<file path="src/rtl/dmi_pkg.sv">
// Shared DMI definitions: bus widths, op and response encodings, responder FSM states.
package dmi_pkg;

    localparam int DMI_ADDR_W = 7;
    localparam int DMI_DATA_W = 32;

    localparam logic [1:0] DMI_OP_NOP   = 2'd0;
    localparam logic [1:0] DMI_OP_READ  = 2'd1;
    localparam logic [1:0] DMI_OP_WRITE = 2'd2;
    localparam logic [1:0] DMI_OP_RSVD  = 2'd3;

    localparam logic [1:0] DMI_RSP_OK     = 2'd0;
    localparam logic [1:0] DMI_RSP_FAILED = 2'd2;
    localparam logic [1:0] DMI_RSP_BUSY   = 2'd3;

    typedef enum logic [1:0] {
        DMI_ST_IDLE = 2'd0,
        DMI_ST_WAIT = 2'd1,
        DMI_ST_RESP = 2'd2
    } dmi_state_e;

endpackage

</file>
<file path="src/rtl/dmi_reg_bank.sv">
// Scratch register array: synchronous write, combinational read, synchronous clear.
module dmi_reg_bank
    import dmi_pkg::*;
#(
    parameter int NUM_REGS = 8
) (
    input  logic                  CLK,
    input  logic                  RST,
    input  logic                  i_we,
    input  logic [DMI_ADDR_W-1:0] i_idx,
    input  logic [DMI_DATA_W-1:0] i_wdata,
    output logic [DMI_DATA_W-1:0] o_rdata
);

    localparam int                    IDX_W = (NUM_REGS > 1) ? $clog2(NUM_REGS) : 1;
    localparam logic [DMI_ADDR_W-1:0] LIMIT = DMI_ADDR_W'(NUM_REGS);

    logic [DMI_DATA_W-1:0] r_regs [NUM_REGS];
    logic                  w_in_range;
    logic [IDX_W-1:0]      w_idx;

    // Out-of-range indices read as zero and never write, even for non-power-of-two sizes.
    assign w_in_range = (i_idx < LIMIT);
    assign w_idx      = i_idx[IDX_W-1:0];
    assign o_rdata    = w_in_range ? r_regs[w_idx] : '0;

    always_ff @(posedge CLK) begin
        if (RST) begin
            for (int i = 0; i < NUM_REGS; i++) begin
                r_regs[i] <= '0;
            end
        end else if (i_we && w_in_range) begin
            r_regs[w_idx] <= i_wdata;
        end
    end

endmodule

</file>
<file path="src/rtl/dmi_reg_responder.sv">
// DMI target endpoint: scratch register bank plus saturating access counter,
// one outstanding request, response delayed by a programmable number of cycles.
module dmi_reg_responder
    import dmi_pkg::*;
#(
    parameter int                    NUM_REGS    = 8,
    parameter logic [DMI_ADDR_W-1:0] BASE_ADDR   = 7'h04,
    parameter logic [DMI_ADDR_W-1:0] STATUS_ADDR = 7'h7F,
    parameter int                    RSP_LATENCY = 2
) (
    input  logic                  CLK,
    input  logic                  RST,
    input  logic                  dmi_req_valid,
    output logic                  dmi_req_ready,
    input  logic [DMI_ADDR_W-1:0] dmi_req_addr,
    input  logic [DMI_DATA_W-1:0] dmi_req_data,
    input  logic [1:0]            dmi_req_op,
    output logic                  dmi_rsp_valid,
    input  logic                  dmi_rsp_ready,
    output logic [DMI_DATA_W-1:0] dmi_rsp_data,
    output logic [1:0]            dmi_rsp_response,
    output logic [15:0]           access_count
);

    if (RSP_LATENCY < 0 || RSP_LATENCY > 15 || NUM_REGS < 1 || NUM_REGS > 64 ||
        int'(BASE_ADDR) + NUM_REGS > 128 ||
        (int'(STATUS_ADDR) >= int'(BASE_ADDR) &&
         int'(STATUS_ADDR) < int'(BASE_ADDR) + NUM_REGS)) begin : g_bad_params
        $fatal(1, "dmi_reg_responder: illegal parameter combination");
    end

    localparam logic [3:0] LAT_LOAD = 4'(RSP_LATENCY);
    localparam logic [7:0] BANK_LO  = {1'b0, BASE_ADDR};
    localparam logic [7:0] BANK_HI  = BANK_LO + 8'(NUM_REGS);

    dmi_state_e             r_state, w_state_next;
    logic [3:0]             r_cnt, w_cnt_next;
    logic                   w_accept, w_exec;
    logic [DMI_ADDR_W-1:0]  r_addr;
    logic [DMI_DATA_W-1:0]  r_wdata;
    logic [1:0]             r_op;
    logic                   r_rsp_valid;
    logic [DMI_DATA_W-1:0]  r_rsp_data;
    logic [1:0]             r_rsp_response;
    logic [15:0]            r_access_count;

    logic                   w_in_bank, w_is_status;
    logic [DMI_ADDR_W-1:0]  w_bank_idx;
    logic [DMI_DATA_W-1:0]  w_bank_rdata;
    logic [DMI_DATA_W-1:0]  w_dec_data;
    logic [1:0]             w_dec_resp;
    logic                   w_dec_we, w_dec_count;

    assign dmi_req_ready    = (r_state == DMI_ST_IDLE) && !RST;
    assign dmi_rsp_valid    = r_rsp_valid;
    assign dmi_rsp_data     = r_rsp_data;
    assign dmi_rsp_response = r_rsp_response;
    assign access_count     = r_access_count;

    always_ff @(posedge CLK) begin
        if (RST) begin
            r_state <= DMI_ST_IDLE;
            r_cnt   <= '0;
        end else begin
            r_state <= w_state_next;
            r_cnt   <= w_cnt_next;
        end
    end

    // WAIT always lasts RSP_LATENCY+1 cycles, so a request accepted at edge N
    // executes and raises rsp_valid at edge N+1+RSP_LATENCY, including latency 0.
    always_comb begin
        w_state_next = r_state;
        w_cnt_next   = r_cnt;
        w_accept     = 1'b0;
        w_exec       = 1'b0;
        case (r_state)
            DMI_ST_IDLE: begin
                if (dmi_req_valid && dmi_req_ready) begin
                    w_accept     = 1'b1;
                    w_state_next = DMI_ST_WAIT;
                    w_cnt_next   = LAT_LOAD;
                end
            end
            DMI_ST_WAIT: begin
                if (r_cnt == 4'd0) begin
                    w_exec       = 1'b1;
                    w_state_next = DMI_ST_RESP;
                end else begin
                    w_cnt_next = r_cnt - 4'd1;
                end
            end
            DMI_ST_RESP: begin
                if (dmi_rsp_ready) begin
                    w_state_next = DMI_ST_IDLE;
                end
            end
            default: w_state_next = DMI_ST_IDLE;
        endcase
    end

    assign w_in_bank   = ({1'b0, r_addr} >= BANK_LO) && ({1'b0, r_addr} < BANK_HI);
    assign w_is_status = (r_addr == STATUS_ADDR);
    assign w_bank_idx  = r_addr - BASE_ADDR;

    always_comb begin
        w_dec_data  = '0;
        w_dec_resp  = DMI_RSP_OK;
        w_dec_we    = 1'b0;
        w_dec_count = 1'b0;
        case (r_op)
            DMI_OP_NOP: ;
            DMI_OP_READ: begin
                if (w_in_bank) begin
                    w_dec_data  = w_bank_rdata;
                    w_dec_count = 1'b1;
                end else if (w_is_status) begin
                    w_dec_data  = {16'd0, r_access_count};
                    w_dec_count = 1'b1;
                end else begin
                    w_dec_resp = DMI_RSP_FAILED;
                end
            end
            DMI_OP_WRITE: begin
                if (w_in_bank) begin
                    w_dec_we    = 1'b1;
                    w_dec_count = 1'b1;
                end else begin
                    w_dec_resp = DMI_RSP_FAILED;
                end
            end
            default: w_dec_resp = DMI_RSP_FAILED;
        endcase
    end

    // Read data is taken from the bank before the same edge's write lands.
    always_ff @(posedge CLK) begin
        if (RST) begin
            r_addr         <= '0;
            r_wdata        <= '0;
            r_op           <= DMI_OP_NOP;
            r_rsp_valid    <= 1'b0;
            r_rsp_data     <= '0;
            r_rsp_response <= DMI_RSP_OK;
            r_access_count <= '0;
        end else begin
            if (w_accept) begin
                r_addr  <= dmi_req_addr;
                r_wdata <= dmi_req_data;
                r_op    <= dmi_req_op;
            end
            if (w_exec) begin
                r_rsp_valid    <= 1'b1;
                r_rsp_data     <= w_dec_data;
                r_rsp_response <= w_dec_resp;
                if (w_dec_count && (r_access_count != 16'hFFFF)) begin
                    r_access_count <= r_access_count + 16'd1;
                end
            end else if ((r_state == DMI_ST_RESP) && dmi_rsp_ready) begin
                r_rsp_valid <= 1'b0;
            end
        end
    end

    dmi_reg_bank #(
        .NUM_REGS (NUM_REGS)
    ) u_bank (
        .CLK     (CLK),
        .RST     (RST),
        .i_we    (w_exec && w_dec_we),
        .i_idx   (w_bank_idx),
        .i_wdata (r_wdata),
        .o_rdata (w_bank_rdata)
    );

endmodule

</file>
<file path="config.mk">
export PLATFORM = sky130hd
export DESIGN_NAME = dmi_reg_responder
export DESIGN_NICKNAME = d
export VERILOG_FILES = /design/src/rtl/dmi_pkg.sv /design/src/rtl/dmi_reg_bank.sv /design/src/rtl/dmi_reg_responder.sv
export SDC_FILE = /design/constraint.sdc
export NUM_CORES = 1
export LEC_CHECK = 0
export ABC_CLOCK_PERIOD_IN_PS = 6900
export CAP_MARGIN = 20
export CELL_PAD_IN_SITES_DETAIL_PLACEMENT = 1
export CELL_PAD_IN_SITES_GLOBAL_PLACEMENT = 1
export CORE_MARGIN = 4
export CORE_UTILIZATION = 25
export CTS_CLUSTER_DIAMETER = 40
export DETAILED_ROUTE_END_ITERATION = 16
export GPL_ROUTABILITY_DRIVEN = 0
export PLACE_DENSITY = 0.54
export SETUP_SLACK_MARGIN = 0.02
export SYNTH_ARGS = -nofsm -noshare
export SYNTH_HDL_FRONTEND = slang
export SYNTH_SLANG_ARGS = --single-unit
</file>
<file path="constraint.sdc">
create_clock -name CLK -period 6.9 [get_ports CLK]
set_input_delay 2.07 -clock CLK [delete_from_list [all_inputs] [get_ports CLK]]
set_output_delay 2.07 -clock CLK [all_outputs]
set_load 0.1 [all_outputs]
</file>
==> out/metrics.cfg, run 1 <==
[route]
vias_per_cell=4.64
drtPass1Iterations=4
wl_per_cell_um=19.9
vias=9809
drc=0
wl_um=42100
drt-initial-drc-count=620
ant_nets=0

[floorplan]
rows=89
die_y_um=252
ios=97
chipWidth_um=252
initial_core_util=0.252
core_um2=58900
die_area_um2=63400

[global_route]
antenna_found_initial=0
track_usage=0.132
grt_pass1_wl_um=64800
grt_start_max_net_pins=66
grt_pass1_vias=10600
overflow=0

[clock_tree]
cts.clk_slew.worst_paths_ps=50
hold_buffers=0
clockBufferDepth=3
cts_setup_buffers=0
cts_sinks=353
h-tree-depth=2
cts_resized=0
insertion_delay_ps=600
cts_tree=built
cts_root_buf=clkbuf_16
numCtsBuffers=56

[synthesis]
yosysWarnings=0
synthTopCellsByCount=264 x nor2_1, 256 x edfxtp_1, 151 x nand2_1
synth_compound_gate_area_share=0.0565
ys_seq_area_frac=0.648
synth_xor_area_frac=0.00236
synth_area_um2=14900
synth-simple-area-share=0.142
ys_types=46
netlist_top_cells_area=edfxtp_1 52%, dfxtp_1 13%, mux4_2 9.7%, nor2_1 6.7%, nand2_1 3.8%
yosys_register_bits=353
synth_mux_area_frac=0.119
synth_fa_ha_area_frac=0.00758
synth_most_common_cell=nor2_1
syn_inst=1199
synth_ff_type=edfxtp_1
async_reset_ff_frac=0
synth_area_per_cell_um2=12.4
synth_edf_count=256
syn-num-nets=1253
synth_top_family_by_area=simple AND/OR/NAND/NOR gates
yosysTopAreaCellShare=0.517
yosys.area.top_type=edfxtp_1

[run]
drv_cap=0

[power]
p_seq_frac=0.429
peakVddDrop_v=0.000186
power_density_nw_per_um2=300
switching_power_uw=1330
intPower_uw=4270
p_comb_frac=0.065
p_total_uw=5600
p_leak_uw=0.00602
switching_share=0.238
p_clk_frac=0.506

[critical_path]
startpoint=RST
crit_required_ps=4830
r2r_end=u_bank.r_regs[5][16]$_SDFFCE_PN0P_
rr_startpoint=r_addr[2]$_SDFFE_PP0P_
r2r_cells=8
crit_path_max_fanout=29
endpoint=dmi_req_ready
worst_setup_path_end_kind=primary output
crit_type=input port to primary output
rrSetupSlack_ps=2410
start_kind=input port
critical_path_arrival_ps=3390

[timing]
slew_viol_final=0
rsz0062_at_grt=false
fin_crit_ps=5460
tns_ps=0
setup_viol=0
whs_ps=459
hold_viol=0
slew_headroom=0.319
fin_crit_sh=0.792
tightest_slew_ps=1020
finalClockSkew_ps=17.3
fmax_mhz=183

[outcome]
outcome=finished, final reports clean

[final_layout]
layout-drive-gt1-share=0.155
multi_input_area_um2=4900
finalInstanceArea_um2=18700
nets=1349
final-seq-area_um2=9640
antenna_cells=0
final_util=0.317
syn_to_final_growth_pct=25.7
nFillCells=6294

[placed_design]
dpl_cell_area_um2=16700
dp.final_hpwl_um=26600
port-buffer-count=95

[min_path]
hold_class=register to register

==> logic make-up (layout without fill, tap and decap cells) <==
group / count (synthesis) / after routing
multiplexers: 96 / 96
flip-flops: 353 / 353
XOR/XNOR: 4 / 4
AO/OA/AOI/OAI: 143 / 143
AND/OR/NAND/NOR: 498 / 498
other: 1 / 1
adder cells (fa/ha/maj): 9 / 9
buffers and inverters: 95 / 239
==> how the worst min path moves through the flow <==
stage	to	cells past startpoint	start
3_5_place_dp	dmi_rsp_data[30]$_SDFFE_PP0N_	2	dmi_rsp_data[30]$_SDFFE_PP0N_
6_report	dmi_rsp_data[27]$_SDFFE_PP0N_	2	dmi_rsp_data[27]$_SDFFE_PP0N_
4_1_cts	dmi_rsp_valid$_SDFFE_PP0P_	2	dmi_rsp_valid$_SDFFE_PP0P_
2_1_floorplan	r_cnt[1]$_SDFFE_PP0P_	2	r_cnt[1]$_SDFFE_PP0P_
5_1_grt	r_cnt[1]$_SDFFE_PP0P_	2	r_cnt[1]$_SDFFE_PP0P_
3_3_place_gp	dmi_rsp_data[30]$_SDFFE_PP0N_	2	dmi_rsp_data[30]$_SDFFE_PP0N_
==> critical path, stage by stage <==
cell and delay (ps):
clkdlybuf4s50_1 430, buf_4 260, nor3_1 390, buf_12 230
==> per-layer routing <==
metal / wire length, um / track usage / part of all wire
met1: 19200 / 0.178 / 0.46
met2: 20200 / 0.220 / 0.48
met3: 1810 / 0.0235 / 0.043
met4: 823 / 0.0356 / 0.020
met5: 0 / 0 / 0
==> per-stage QoR <==
step | setup WS, ps | instances
detailed placement | 1200 | 2008
CTS | 1390 | 2114
global route | 1330 | 2116
floorplan | 499 | 1199
finish | 1440 | 2116
global placement | 1300 | 2007
==> power groups by stage <==
stage | clock (uW) | sequential, uW | combinational, uW
2_1_floorplan | 0 | 2420 | 243
3_3_place_gp | 0 | 2440 | 368
3_5_place_dp | 0 | 2450 | 372
4_1_cts | 2900 | 2410 | 373
5_1_grt | 3010 | 2410 | 403
6_report | 2830 | 2400 | 365
==> flip-flops by register name (all words and copies together) (netlist names) <==
| register | flops |
|---|---|
| u_bank.r_regs | 256 |
| r_state | 2 |
| dmi_rsp_data | 32 |
| r_op | 2 |
| r_cnt | 4 |
| r_wdata | 32 |
| dmi_rsp_valid | 1 |
| r_addr | 7 |
| access_count | 16 |
| dmi_rsp_response | 1 |
==> final cells by class <==
cell class              count  share of cell area
flip-flops and latches    353               0.516
inverters                  10             0.00201
clock inverters            38              0.0213
clock buffers              68              0.0813
repair buffers            123              0.0657
well taps                 773              0.0518
multi-input cells         751               0.262
==> cells in the final DEF, fill, tap and decap left out, types with 17 or more instances in the layout <==
cell	count
nor2_1	263
edfxtp_1	256
nand2_1	151
dfxtp_1	94
clkdlybuf4s50_1	94
o21ai_0	72
mux4_2	64
clkbuf_16	58
mux2i_1	32
nand2b_1	28
buf_4	23
a21oi_1	22
o31ai_1	17
Power figures use the tool's default switching activity.
==> run 2, diff against run 1 <==
--- a/config.mk
+++ b/config.mk
@@ -5,7 +5,7 @@
 export SDC_FILE = /design/constraint.sdc
 export NUM_CORES = 1
 export LEC_CHECK = 0
-export ABC_CLOCK_PERIOD_IN_PS = 6900
+export ABC_CLOCK_PERIOD_IN_PS = 5300
 export CAP_MARGIN = 20
 export CELL_PAD_IN_SITES_DETAIL_PLACEMENT = 1
 export CELL_PAD_IN_SITES_GLOBAL_PLACEMENT = 1
==> constraint.sdc (replaced) <==
create_clock -name CLK -period 5.3 [get_ports CLK]
set_input_delay 1.59 -clock CLK [delete_from_list [all_inputs] [get_ports CLK]]
set_output_delay 1.59 -clock CLK [all_outputs]
set_load 0.1 [all_outputs]
==> run 2 against run 1 <==
Net effect: first-iteration DRC count shrank 17%; clock power grew 36%; utilization grew 0.18 points; critical path depth shrank 1; worst hold slack lost 5.2 ps; cell count grew 0.19%; clock-buffer cell count shrank 8; sequential share of layout area shrank 0.29 points; worst setup slack lost 240 ps; final area grew 0.57%; highest routed layer unchanged.
==> out/metrics.cfg, run 2 (same netlist as run 1, synthesis figures left out) <==
[outcome]
outcome=finished, final reports clean

[critical_path]
crit_path_max_fanout=3  ; -90%
crit_type=input port to primary output
startpoint=RST
path_cells=clkdlybuf4s50_1 -> nor3_2 -> buf_12
crit_slowest_cell=clkdlybuf4s50_1
r2r_cells=7  ; -1
crit_required_ps=3710  ; -1120 ps
rr_startpoint=r_addr[2]$_SDFFE_PP0P_
worst_setup_path_end_kind=primary output
rrSetupSlack_ps=1810  ; -600 ps
r2r_end=u_bank.r_regs[1][9]$_SDFFCE_PN0P_
start_kind=input port
cp.depth=3  ; -1
critical_path_arrival_ps=2510  ; -880 ps
endpoint=dmi_req_ready
critPathTopFamily=buffers and inverters
critical_path_buf_inv_count=2  ; -1
slowest_delay_ps=470  ; +40 ps

[power]
peakVddDrop_v=0.000236  ; +27%
power_density_nw_per_um2=396  ; +32%
p_seq_frac=0.419  ; -0.010
p_clk_frac=0.515  ; +0.009
switching_share=0.228  ; -0.0106
switching_power_uw=1690  ; +27%
p_leak_uw=0.00611  ; +1.4%
p_comb_frac=0.066  ; about the same
intPower_uw=5750  ; +35%

[global_route]
grt_pass1_vias=10400  ; -1.6%
track_usage=0.132  ; -0.000294
antenna_found_initial=0  ; unchanged
overflow=0  ; unchanged
grt_start_max_net_pins=65  ; -1.5%
grt_pass1_wl_um=64500  ; -0.45%

[clock_tree]
cts_resized=0  ; unchanged
cts.clk_slew.worst_paths_ps=50  ; about the same
hold_buffers=0  ; unchanged
cts_root_buf=clkbuf_16
cts_tree=built
clockBufferDepth=3  ; unchanged
numCtsBuffers=54  ; -3.6%
h-tree-depth=2  ; unchanged
cts_setup_buffers=0  ; unchanged
insertion_delay_ps=590  ; about the same
cts_sinks=353  ; unchanged

[final_layout]
top_register=u_bank.r_regs
syn_to_final_growth_pct=26.4
final_cells=2120  ; +0.19%
finalInstanceArea_um2=18800  ; +0.57%
largest_reg_flops=256  ; unchanged
final_cell_mix=263 x nor2_1, 256 x edfxtp_1, 151 x nand2_1
final_common_cell=nor2_1
layout-drive-gt1-share=0.162  ; +0.00696
nets=1357  ; +0.59%
antenna_cells=0  ; unchanged
nFillCells=6307  ; +0.21%

[min_path]
hold_class=register to register
hold_start=dmi_rsp_data[26]$_SDFFE_PP0N_

[timing]
tightest_slew_ps=1020  ; +3.89 ps
finalClockSkew_ps=20.0  ; +2.74 ps
slew_viol_final=0  ; unchanged
setup_viol=0  ; unchanged
fmax_mhz=244
slew_headroom=0.317  ; -0.00260
hold_viol=0  ; unchanged
fin_crit_ps=4100
fin_crit_sh=0.774
rsz0062_at_grt=false

[route]
drc=0  ; unchanged
vias_per_cell=4.58  ; -1.1%
wl_per_cell_um=19.7  ; -0.82%
wl_um=41800  ; -0.63%
drt-initial-drc-count=516  ; -17%
ant_nets=0  ; unchanged
drtPass1Iterations=5  ; +1
vias=9718  ; -0.93%

[floorplan]
rows=89  ; unchanged
core_um2=58900  ; unchanged
initial_core_util=0.252  ; unchanged
die_area_um2=63400  ; unchanged
ios=97  ; unchanged
die_y_um=252  ; unchanged
chipWidth_um=252  ; unchanged

[placed_design]
dpl_cell_area_um2=16800  ; +0.55%
port-buffer-count=95  ; unchanged
dp.cells=2019  ; +0.55%
dp.final_hpwl_um=26300  ; -0.99%

[run]
drv_cap=0  ; unchanged

==> run 2: power by group through the flow <==
| stage | Sequential [uW] | Combinational (uW) | Clock [uW] |
|---|---|---|---|
| floorplan | 3150 | 317 | 0 |
| global placement | 3180 | 496 | 0 |
| detailed placement | 3180 | 504 | 0 |
| CTS | 3120 | 506 | 3940 |
| global route | 3130 | 542 | 4070 |
| finish | 3120 | 492 | 3840 |
==> run 2: metal layers <==
layer | global-route usage | share of wire | vias to the layer above
met5 | 0 | 0 | -
li1 | - | - | 4541
met3 | 0.0282 | 0.044 | 58
met1 | 0.175 | 0.45 | 4953
met2 | 0.223 | 0.49 | 166
met4 | 0.0279 | 0.016 | 0
==> run 2: tightest hold or removal path: cells and delay by family, from the launching register on <==
family | cells | cell delay (ps)
flops | 1 | 320
compound gates | 1 | 50
simple gates | 1 | 40
==> run 2: cell type report <==
type,instances,area [um2],area share
clock buffer,60,1410,0.0748
inverter,10,37.5,0.00200
multi-input combinational,751,4900,0.261
clock inverter,40,554,0.0295
sequential,353,9640,0.513
tap,773,967,0.0515
timing repair buffer,133,1290,0.0684
==> run 2: through the flow <==
| stage | worst slack [ps] | TNS [ps] | total power [uW] | utilization | hold WS [ps] |
|---|---|---|---|---|---|
| global route | 1160 | 0 | 7740 | 0.319 | 488 |
| finish | 1200 | 0 | 7450 | 0.319 | 454 |
| detailed placement | 939 | 0 | 3680 | 0.285 | 449 |
| floorplan | -282 | -44480 | 3470 | - | 445 |
| CTS | 1180 | 0 | 7570 | 0.319 | 459 |
| global placement | 949 | 0 | 3670 | 0.285 | 440 |
==> run 2: worst min path at each step <==
stage | endpoint | slack [ps] | depth (start not counted)
after floorplan | r_cnt[1]$_SDFFE_PP0P_ | 450 | 2
after global placement | dmi_rsp_data[25]$_SDFFE_PP0N_ | 440 | 2
after detailed placement | dmi_rsp_data[26]$_SDFFE_PP0N_ | 450 | 2
after CTS | dmi_rsp_data[26]$_SDFFE_PP0N_ | 460 | 2
after global routing | dmi_rsp_valid$_SDFFE_PP0P_ | 490 | 2
final | dmi_rsp_data[26]$_SDFFE_PP0N_ | 450 | 2
